File: config.mk
export PLATFORM = sky130hd
export DESIGN_NAME = megabytebeat_mixer
export DESIGN_NICKNAME = d
export VERILOG_FILES = /design/src/rtl/megabytebeat_pkg.sv /design/src/rtl/megabytebeat_pwm.sv /design/src/rtl/megabytebeat_mixer.sv
export SDC_FILE = /design/constraint.sdc
export NUM_CORES = 1
export LEC_CHECK = 0
export BUFFER_PORTS_ARGS = -buffer_cell sky130_fd_sc_hd__buf_2
export CAP_MARGIN = 20
export CORE_ASPECT_RATIO = 1.2
export CORE_MARGIN = 2
export CORE_UTILIZATION = 35
export DETAILED_ROUTE_END_ITERATION = 6
export GPL_TIMING_DRIVEN = 0
export RECOVER_POWER = 50
export SYNTH_ARGS = -nofsm -noshare
export SYNTH_HDL_FRONTEND = slang
export SYNTH_SLANG_ARGS = --single-unit
export TNS_END_PERCENT = 100
File: constraint.sdc
create_clock -name clk -period 3.91 [get_ports clk]
set_input_delay 0.5865 -clock clk [delete_from_list [all_inputs] [get_ports clk]]
set_output_delay 0.5865 -clock clk [all_outputs]
set_load 0.05 [all_outputs]
File: src/rtl/megabytebeat_pkg.sv
// megabytebeat_pkg: mix-FSM states, accumulator sizing helper and dither LFSR constants shared by the mixer
package megabytebeat_pkg;
  typedef enum logic [1:0] {IDLE, MIX, OUT} mix_st_e;
  localparam logic [15:0] LFSR_SEED = 16'hACE1;
  localparam logic [15:0] LFSR_TAPS = 16'hB400;
  function automatic int acc_w(input int pcm_w, input int num_voices);
    return pcm_w + $clog2(num_voices);
  endfunction
endpackage

File: src/rtl/megabytebeat_pwm.sv
// megabytebeat_pwm: registered PWM comparator against a shared free-running counter
module megabytebeat_pwm #(
  parameter int PCM_W = 8
) (
  input  logic             clk,
  input  logic             rst_n,
  input  logic [PCM_W-1:0] cnt,
  input  logic [PCM_W-1:0] thr,
  output logic             pwm
);
  logic pwm_q, pwm_d;
  always_comb pwm_d = cnt < thr;
  always_ff @(posedge clk) pwm_q <= rst_n ? pwm_d : 1'b0;
  assign pwm = pwm_q;
endmodule

File: src/rtl/megabytebeat_mixer.sv
// megabytebeat_mixer: N-voice bytebeat mixer with sample divider, voice handshake, sequential mix and PWM outputs
// Define MEGABYTEBEAT_MIXER_DITHER_EN to dither the mixed PWM threshold with a 16-bit LFSR.
module megabytebeat_mixer
  import megabytebeat_pkg::*;
#(
  parameter int NUM_VOICES = 8,
  parameter int PCM_W      = 8,
  parameter int DIV_W      = 12
) (
  input  logic                        clk,
  input  logic                        rst_n,
  input  logic [NUM_VOICES*PCM_W-1:0] voice_pcm,
  input  logic [NUM_VOICES-1:0]       voice_vld,
  output logic [NUM_VOICES-1:0]       voice_rdy,
  input  logic [NUM_VOICES-1:0]       voice_en,
  input  logic [DIV_W-1:0]            div_sel,
  input  logic                        mix_mode,
  input  logic                        underrun_clr,
  output logic [PCM_W-1:0]            pcm_out,
  output logic                        pcm_out_vld,
  output logic                        pwm_out,
  output logic [NUM_VOICES-1:0]       pwm_voice,
  output logic [NUM_VOICES-1:0]       underrun
);
  localparam int LOG_N = $clog2(NUM_VOICES);
  localparam int ACC_W = acc_w(PCM_W, NUM_VOICES);
  logic [DIV_W-1:0] cnt_q, cnt_d;
  logic tick;
  logic [NUM_VOICES-1:0] rdy_q, rdy_d, urun_q, urun_d, xfer;
  logic [PCM_W-1:0] hold_q [NUM_VOICES];
  logic [PCM_W-1:0] hold_d [NUM_VOICES];
  logic [PCM_W-1:0] snap_q [NUM_VOICES];
  mix_st_e st_q;
  logic [LOG_N-1:0] v_q;
  logic [ACC_W-1:0] acc_q;
  logic [PCM_W-1:0] pcm_q, res, pc_q, pc_d, thr;
  logic vld_q;
  always_comb begin
    tick = cnt_q >= div_sel;
    cnt_d = tick ? '0 : cnt_q + DIV_W'(1);
    xfer = rdy_q & voice_vld;
    rdy_d = voice_en & ({NUM_VOICES{tick}} | (rdy_q & ~xfer));
    urun_d = (urun_q & ~{NUM_VOICES{underrun_clr}}) | ({NUM_VOICES{tick}} & rdy_q & ~xfer & voice_en);
    for (int i = 0; i < NUM_VOICES; i++) hold_d[i] = xfer[i] ? voice_pcm[i*PCM_W +: PCM_W] : hold_q[i];
    pc_d = pc_q + PCM_W'(1);
    res = mix_mode ? (|acc_q[ACC_W-1:PCM_W] ? '1 : acc_q[PCM_W-1:0]) : acc_q[ACC_W-1:LOG_N];
  end
  always_ff @(posedge clk) begin
    if (!rst_n) begin
      cnt_q <= '0;
      rdy_q <= '0;
      urun_q <= '0;
      pc_q <= '0;
      hold_q <= '{default: '0};
    end else begin
      cnt_q <= cnt_d;
      rdy_q <= rdy_d;
      urun_q <= urun_d;
      pc_q <= pc_d;
      hold_q <= hold_d;
    end
  end
  // The mix works on a snapshot taken at the tick, so it always sees the previous frame's samples.
  always_ff @(posedge clk) begin
    if (!rst_n) begin
      st_q <= IDLE;
      v_q <= '0;
      acc_q <= '0;
      pcm_q <= '0;
      vld_q <= 1'b0;
      snap_q <= '{default: '0};
    end else begin
      vld_q <= 1'b0;
      case (st_q)
        IDLE: if (tick) begin
          acc_q <= '0;
          v_q <= '0;
          snap_q <= hold_q;
          st_q <= MIX;
        end
        MIX: begin
          acc_q <= acc_q + (voice_en[v_q] ? ACC_W'(snap_q[v_q]) : '0);
          v_q <= v_q + LOG_N'(1);
          if (&v_q) st_q <= OUT;
        end
        OUT: begin
          pcm_q <= res;
          vld_q <= 1'b1;
          st_q <= IDLE;
        end
        default: st_q <= IDLE;
      endcase
    end
  end
`ifdef MEGABYTEBEAT_MIXER_DITHER_EN
  localparam int TW = PCM_W + 1;
  logic [15:0] lfsr_q, lfsr_d;
  logic [PCM_W:0] thr_sum;
  always_comb begin
    lfsr_d = &pc_q ? ((lfsr_q >> 1) ^ (lfsr_q[0] ? LFSR_TAPS : 16'h0)) : lfsr_q;
    thr_sum = {1'b0, pcm_q} + TW'(lfsr_q[0]);
    thr = thr_sum[PCM_W] ? '1 : thr_sum[PCM_W-1:0];
  end
  always_ff @(posedge clk) lfsr_q <= rst_n ? lfsr_d : LFSR_SEED;
`else
  assign thr = pcm_q;
`endif
  megabytebeat_pwm #(.PCM_W(PCM_W)) u_pwm_mix (.clk(clk), .rst_n(rst_n), .cnt(pc_q), .thr(thr), .pwm(pwm_out));
  for (genvar i = 0; i < NUM_VOICES; i++) begin : g_voice
    megabytebeat_pwm #(.PCM_W(PCM_W)) u_pwm (
      .clk(clk), .rst_n(rst_n), .cnt(pc_q), .thr(voice_en[i] ? hold_q[i] : '0), .pwm(pwm_voice[i])
    );
  end
  assign voice_rdy = rdy_q;
  assign underrun = urun_q;
  assign pcm_out = pcm_q;
  assign pcm_out_vld = vld_q;
endmodule

; Word-level counts from Yosys, hierarchy flattened
; Index checks and enable logic that the tools add are counted.
[word_totals]
regBits = 198
input_bits = 96
output_inout_bits = 34
elab_cells = 99
[classes]
n_addsub = 4
order_cmp = 12
eq_ne = 4
mux = 24
n_bitwise = 13
n_reduce_logical = 8
[op_table]
columns = cell, count
row1 = $mux W8, 13
row2 = $lt A8 B8 Y1, 9
row3 = $and A8 B8 Y8, 7
row4 = $bmux W8 S3, 1
row5 = $pmux W11 S2, 1
row6 = $not A8 Y8, 2
row7 = $or A8 B8 Y8, 2
row8 = $add A12 B1 Y12 const B, 1
row9 = $ge A12 B12 Y1, 1
row10 = $add A11 B8 Y11, 1
row11 = $mux W11, 1
row12 = $add A8 B1 Y8 const B, 1
row13 = $pmux W3 S2, 1
row14 = $reduce_and A2 Y1, 3
row15 = $ge A4 B4 Y1 const B, 1
row16 = $lt A3 B4 Y1 const B, 1
row17 = $mux W2, 2
row18 = $ne A2 B2 Y1 const B, 2
row19 = $not A3 Y4, 1
row20 = $pmux W2 S2, 1
row21 = $add A3 B1 Y3 const B, 1
row22 = $bmux W1 S3, 1
row23 = $mux W3, 1
row24 = $reduce_and A3 Y1, 1
row25 = 8 further kinds, 9

; Longest topological paths before layout
[depth]
word_depth = 7
ltp_mapped = 13
depth_no_buf = 11

; Hierarchy
; From an unflattened synthesis, not the netlist that was laid out.
[unflattened]
hier_cells = 1279
hier_area_um2 = 10526.3
[by_module_without_submodules]
columns = mod, instances, cells_each, area_per_inst_um2, seq_area_each_um2
row1 = megabytebeat_mixer, 1, 1036, 8690.8, 3783.6
row2 = megabytebeat_pwm, 9, 27, 203.9, 20.0

; Worst setup path after synthesis
; OpenSTA, ideal clock, no wires.
[synth_timing]
path_kind = input to register
startpoint = in voice_en[7]
endpoint = reg acc_q[10]
setup_ns = 0.095
arrival_time_ns = 3.380
t_required_ns = 3.815
setup_slack_ns = 0.435
stages = 11
n_path_buf = 1
path_cell_list = clkbuf_1 mux4_2 mux2i_1 nor2_1 ha_1 fa_1 a21oi_1 o211ai_1 o41ai_1 nor2_1 o311ai_1
[synth_via]
elab_chain_len = 5
[synth_rtl]
columns = element, line_no
row1 = "start, declared", megabytebeat_mixer.sv:15  ; input logic [NUM_VOICES-1:0] voice_en,
row2 = $bmux W1 S3, megabytebeat_mixer.sv:82  ; acc_q <= acc_q + (voice_en[v_q] ? ACC_W'(snap_q[v_q]) : '0);
row3 = $mux W1 (not written as such), megabytebeat_mixer.sv:82
row4 = $mux W8, megabytebeat_mixer.sv:82
row5 = $add A11 B8 Y11, megabytebeat_mixer.sv:82
row6 = $pmux W11 S2, megabytebeat_mixer.sv:74  ; case (st_q)
row7 = "end signal, assigned", megabytebeat_mixer.sv:82
row8 = "end, declared", megabytebeat_mixer.sv:35  ; logic [ACC_W-1:0] acc_q;
; Every way passes these cells. The select of a mux whose other input is x is not followed.
; A chain may end at the register's enable or synchronous reset.

; Worst setup path after layout
[layout_timing]
startpoint = reg v_q[0]
endpoint = reg acc_q[10]
[layout_via]
elab_chain_len = 7
elab_cells_between_ends = 9
classes_between = 1 x add/sub / 7 x mux / 1 x bitwise
[layout_rtl]
columns = element, line_no
row1 = "start, declared", megabytebeat_mixer.sv:34  ; logic [LOG_N-1:0] v_q;
row2 = "start signal, assigned", megabytebeat_mixer.sv:83  ; v_q <= v_q + LOG_N'(1);
row3 = $not A3 Y4 (not written as such), megabytebeat_mixer.sv:82
row4 = $bmux W8 S3, megabytebeat_mixer.sv:82
row5 = $mux W8 (not written as such) (2 in series), megabytebeat_mixer.sv:82
row6 = $mux W8 *, megabytebeat_mixer.sv:82
row7 = $add A11 B8 Y11 *, megabytebeat_mixer.sv:82
row8 = $pmux W11 S2 *, megabytebeat_mixer.sv:74
; Mark *: on every way between the ends. The rest lies on a longest branch, timed or not. The select of a mux whose other input is x is not followed.

==> results.ini <==
[timing]
rsz0062_at_grt=false
worst_pin_slew_ns=1.008
maxSlewViolCount=0
fin_setup_tns_ns=0
slew_headroom_pct=32.81
hold_viol_final=0
hold_slack_ns=0.3982
post-route-min-period_ns=3.660
max_freq_mhz=273.2
min_period_over_period_pct=93.61
setup_ws_ns=0.2500
fin_skew_ns=0.01595
finalSetupViolCount=0

[cells_and_area]
layout.nets=1438
syn2layout_area_growth_pct=15.10
fin_cells=1651
drive_above_1_share_pct=11.77
n_antenna_cell=0
finalInstanceArea_um2=11850
fin_util_pct=41.07

[clock_tree]
cts_inserted_buffers=17
cts_tree=done
hold_buffers=0
cts_setup_buffers=0
root_buffer=clkbuf_16
clkSinkCount=198
cts_buffer_depth=2
clk_pin_slew_ns=0.08
clk-insertion-delay-late_ns=0.44
cts.htree.levels=4

[critical_path]
slowest_delay_ns=0.53
critPathSlowestCell=mux4_2
critPathArrivalTime_ns=3.97
path_cells=clkbuf_4, clkbuf_4, mux4_2, mux2i_1, nor2_1, ha_1, fa_1, a21oi_1, o211ai_1, o41ai_2, nor2_1, nand4b_1, o311ai_1
regToRegStartpoint=v_q[0]
crit_fanout=10
critPathKind=reg -> reg
critPathLaunchType=flip-flop
critPathCaptureType=flip-flop
cp-startpoint=v_q[0]
worstPathRequired_ns=4.22

[yosys]
yosysTopAreaCell=dfxtp_1
syn_area_um2=10290
synthTopCellsByCount=dfxtp_1, nand2_1, ha_1
synthDominantCellAreaShare_pct=38.52
synthFlopType=dfxtp_1
yosysSeqAreaShare_pct=38.52
syn-instance-count=1122
yosysMostFrequentCell=dfxtp_1
synth_edf_count=0
synthArstFlopShare_pct=0
synth_cell_types=44
synth_area_leaders=dfxtp_1, ha_1, mux2i_1
ys_warn_count=0
synth_fp_nets=1306
synth_area_per_cell_um2=9.172
synth_seq_cells=198

[drt]
wl_per_cell_um=17.30
ant_nets=0
drt-total-wl_um=28560
drt_iter0_drc=533
vias=8329
vias_per_cell=5.045
drc=0
first_pass_iters=5

[placement]
place_ws_ns=-0.2056
gp_congestion=0.8983
io_buffer_count=112
placed_cell_area_um2=11340
dp_cells=1620
dpl.hpwl_um=21520

[die]
initial_core_util_pct=35.68
pin_count=130
dieArea_um2=30800
die_x_um=160.5
die_h_um=191.8
core_area_um2=28840
num_rows=68

[run]
max_cap_viol_count=0

[worst_hold_path]
min_path_type=in -> reg
hp-start=voice_pcm[45]

[power]
power_density_nw_per_um2=335.6
p_leak_nw=4.290
total_power_mw=3.975
vdd.ir_drop.worst_mv=0.2344

[grt]
grt_max_degree=17
grt_first_pass_wirelength_um=44470
antenna_found_initial=1
grt_pass1_vias=8044
grt_usage_pct=18.89
grt_overflow=0

[outcome]
status=finished clean

final timing paths:
kind / to / slack [ns] / cells past startpoint
worst max-delay path: acc_q[10] / 0.25 / 13
worst min-delay path: hold_q[21] / 0.40 / 3
worst max register to register: acc_q[10] / 0.25 / 13
worst min register to register: underrun[0] / 0.46 / 2
timing repair:
| action | CTS | global route |
|---|---|---|
| gates cloned | 0 | 0 |
| resized for setup | 2 | 5 |
| endpoints found under the setup margin | 2 | 2 |
worst max-delay path: cells and delay by family, from the launching register on:
family	cells	cell delay [ns]
simple gates	3	0.32
flops	1	0.39
buf+inv	2	0.57
fa+ha+maj	2	0.67
compound gates	4	0.89
mux	2	0.68
kinds of logic (layout without fill, tap and decap cells):
kind of cell	Yosys count	in the layout	synth area share (%)
mux	91	91	11.04
buf+inv	97	241	4.000
flops	198	198	38.52
fa+ha+maj	88	88	10.77
compound gates	196	196	13.64
xor+xnor	21	21	1.787
simple gates	431	431	20.24
routing by layer:
metal | routed length, um | GRT usage (%) | share of wire [%]
met5 | 0 | 0 | 0
met4 | 658 | 6.237 | 2.3
met3 | 1280 | 3.261 | 4.5
met2 | 13500 | 31.83 | 47
met1 | 13120 | 24.58 | 46
power by group:
part	leakage, nW	internal (mW)	total, mW	switching, mW
registers	1.60	2.03	2.05	0.0201
clock network	0.246	0.831	1.62	0.789
logic	2.45	0.135	0.305	0.170
final cells by class:
cell class,count,area [um2]
sequential,198,3964
inverter,21,78.83
fill,2900,17000
timing repair buffer,113,528.0
buffer,76,340.3
multi-input combinational,827,5927
clock buffer,21,450.4
clock inverter,10,75.07
tap,385,481.7
flip-flops by register name (all words and copies together) (netlist names), 3 cells and up:
name	flops
acc_q	11
cnt_q	12
g_voice.u_pwm.pwm	8
hold_q	64
pc_q	8
pcm_out	8
snap_q	64
underrun	8
v_q	3
voice_rdy	8
layout by cell type (no fill, tap or decap), types with 6 or more instances in the layout:
cell / Yosys / routed
nor2_1: 32 / 32
xor2_1: 12 / 12
nand2b_1: 13 / 13
clkbuf_16: 0 / 17
nand3_1: 80 / 80
o21ai_0: 13 / 13
and3_1: 9 / 9
o221ai_1: 6 / 6
nor2b_1: 69 / 69
o31ai_1: 9 / 9
a21oi_1: 18 / 18
inv_1: 21 / 21
and2_1: 17 / 14
buf_2: 8 / 83
dfxtp_1: 198 / 198
ha_1: 87 / 87
mux2i_1: 73 / 72
a21boi_0: 70 / 70
nand2_1: 184 / 184
a41oi_1: 8 / 8
nand3b_1: 17 / 17
a21o_1: 45 / 45
mux4_2: 18 / 18
clkbuf_1: 53 / 89
xnor2_1: 9 / 9
buf_4: 10 / 10
(Power assumes the default switching activity.)
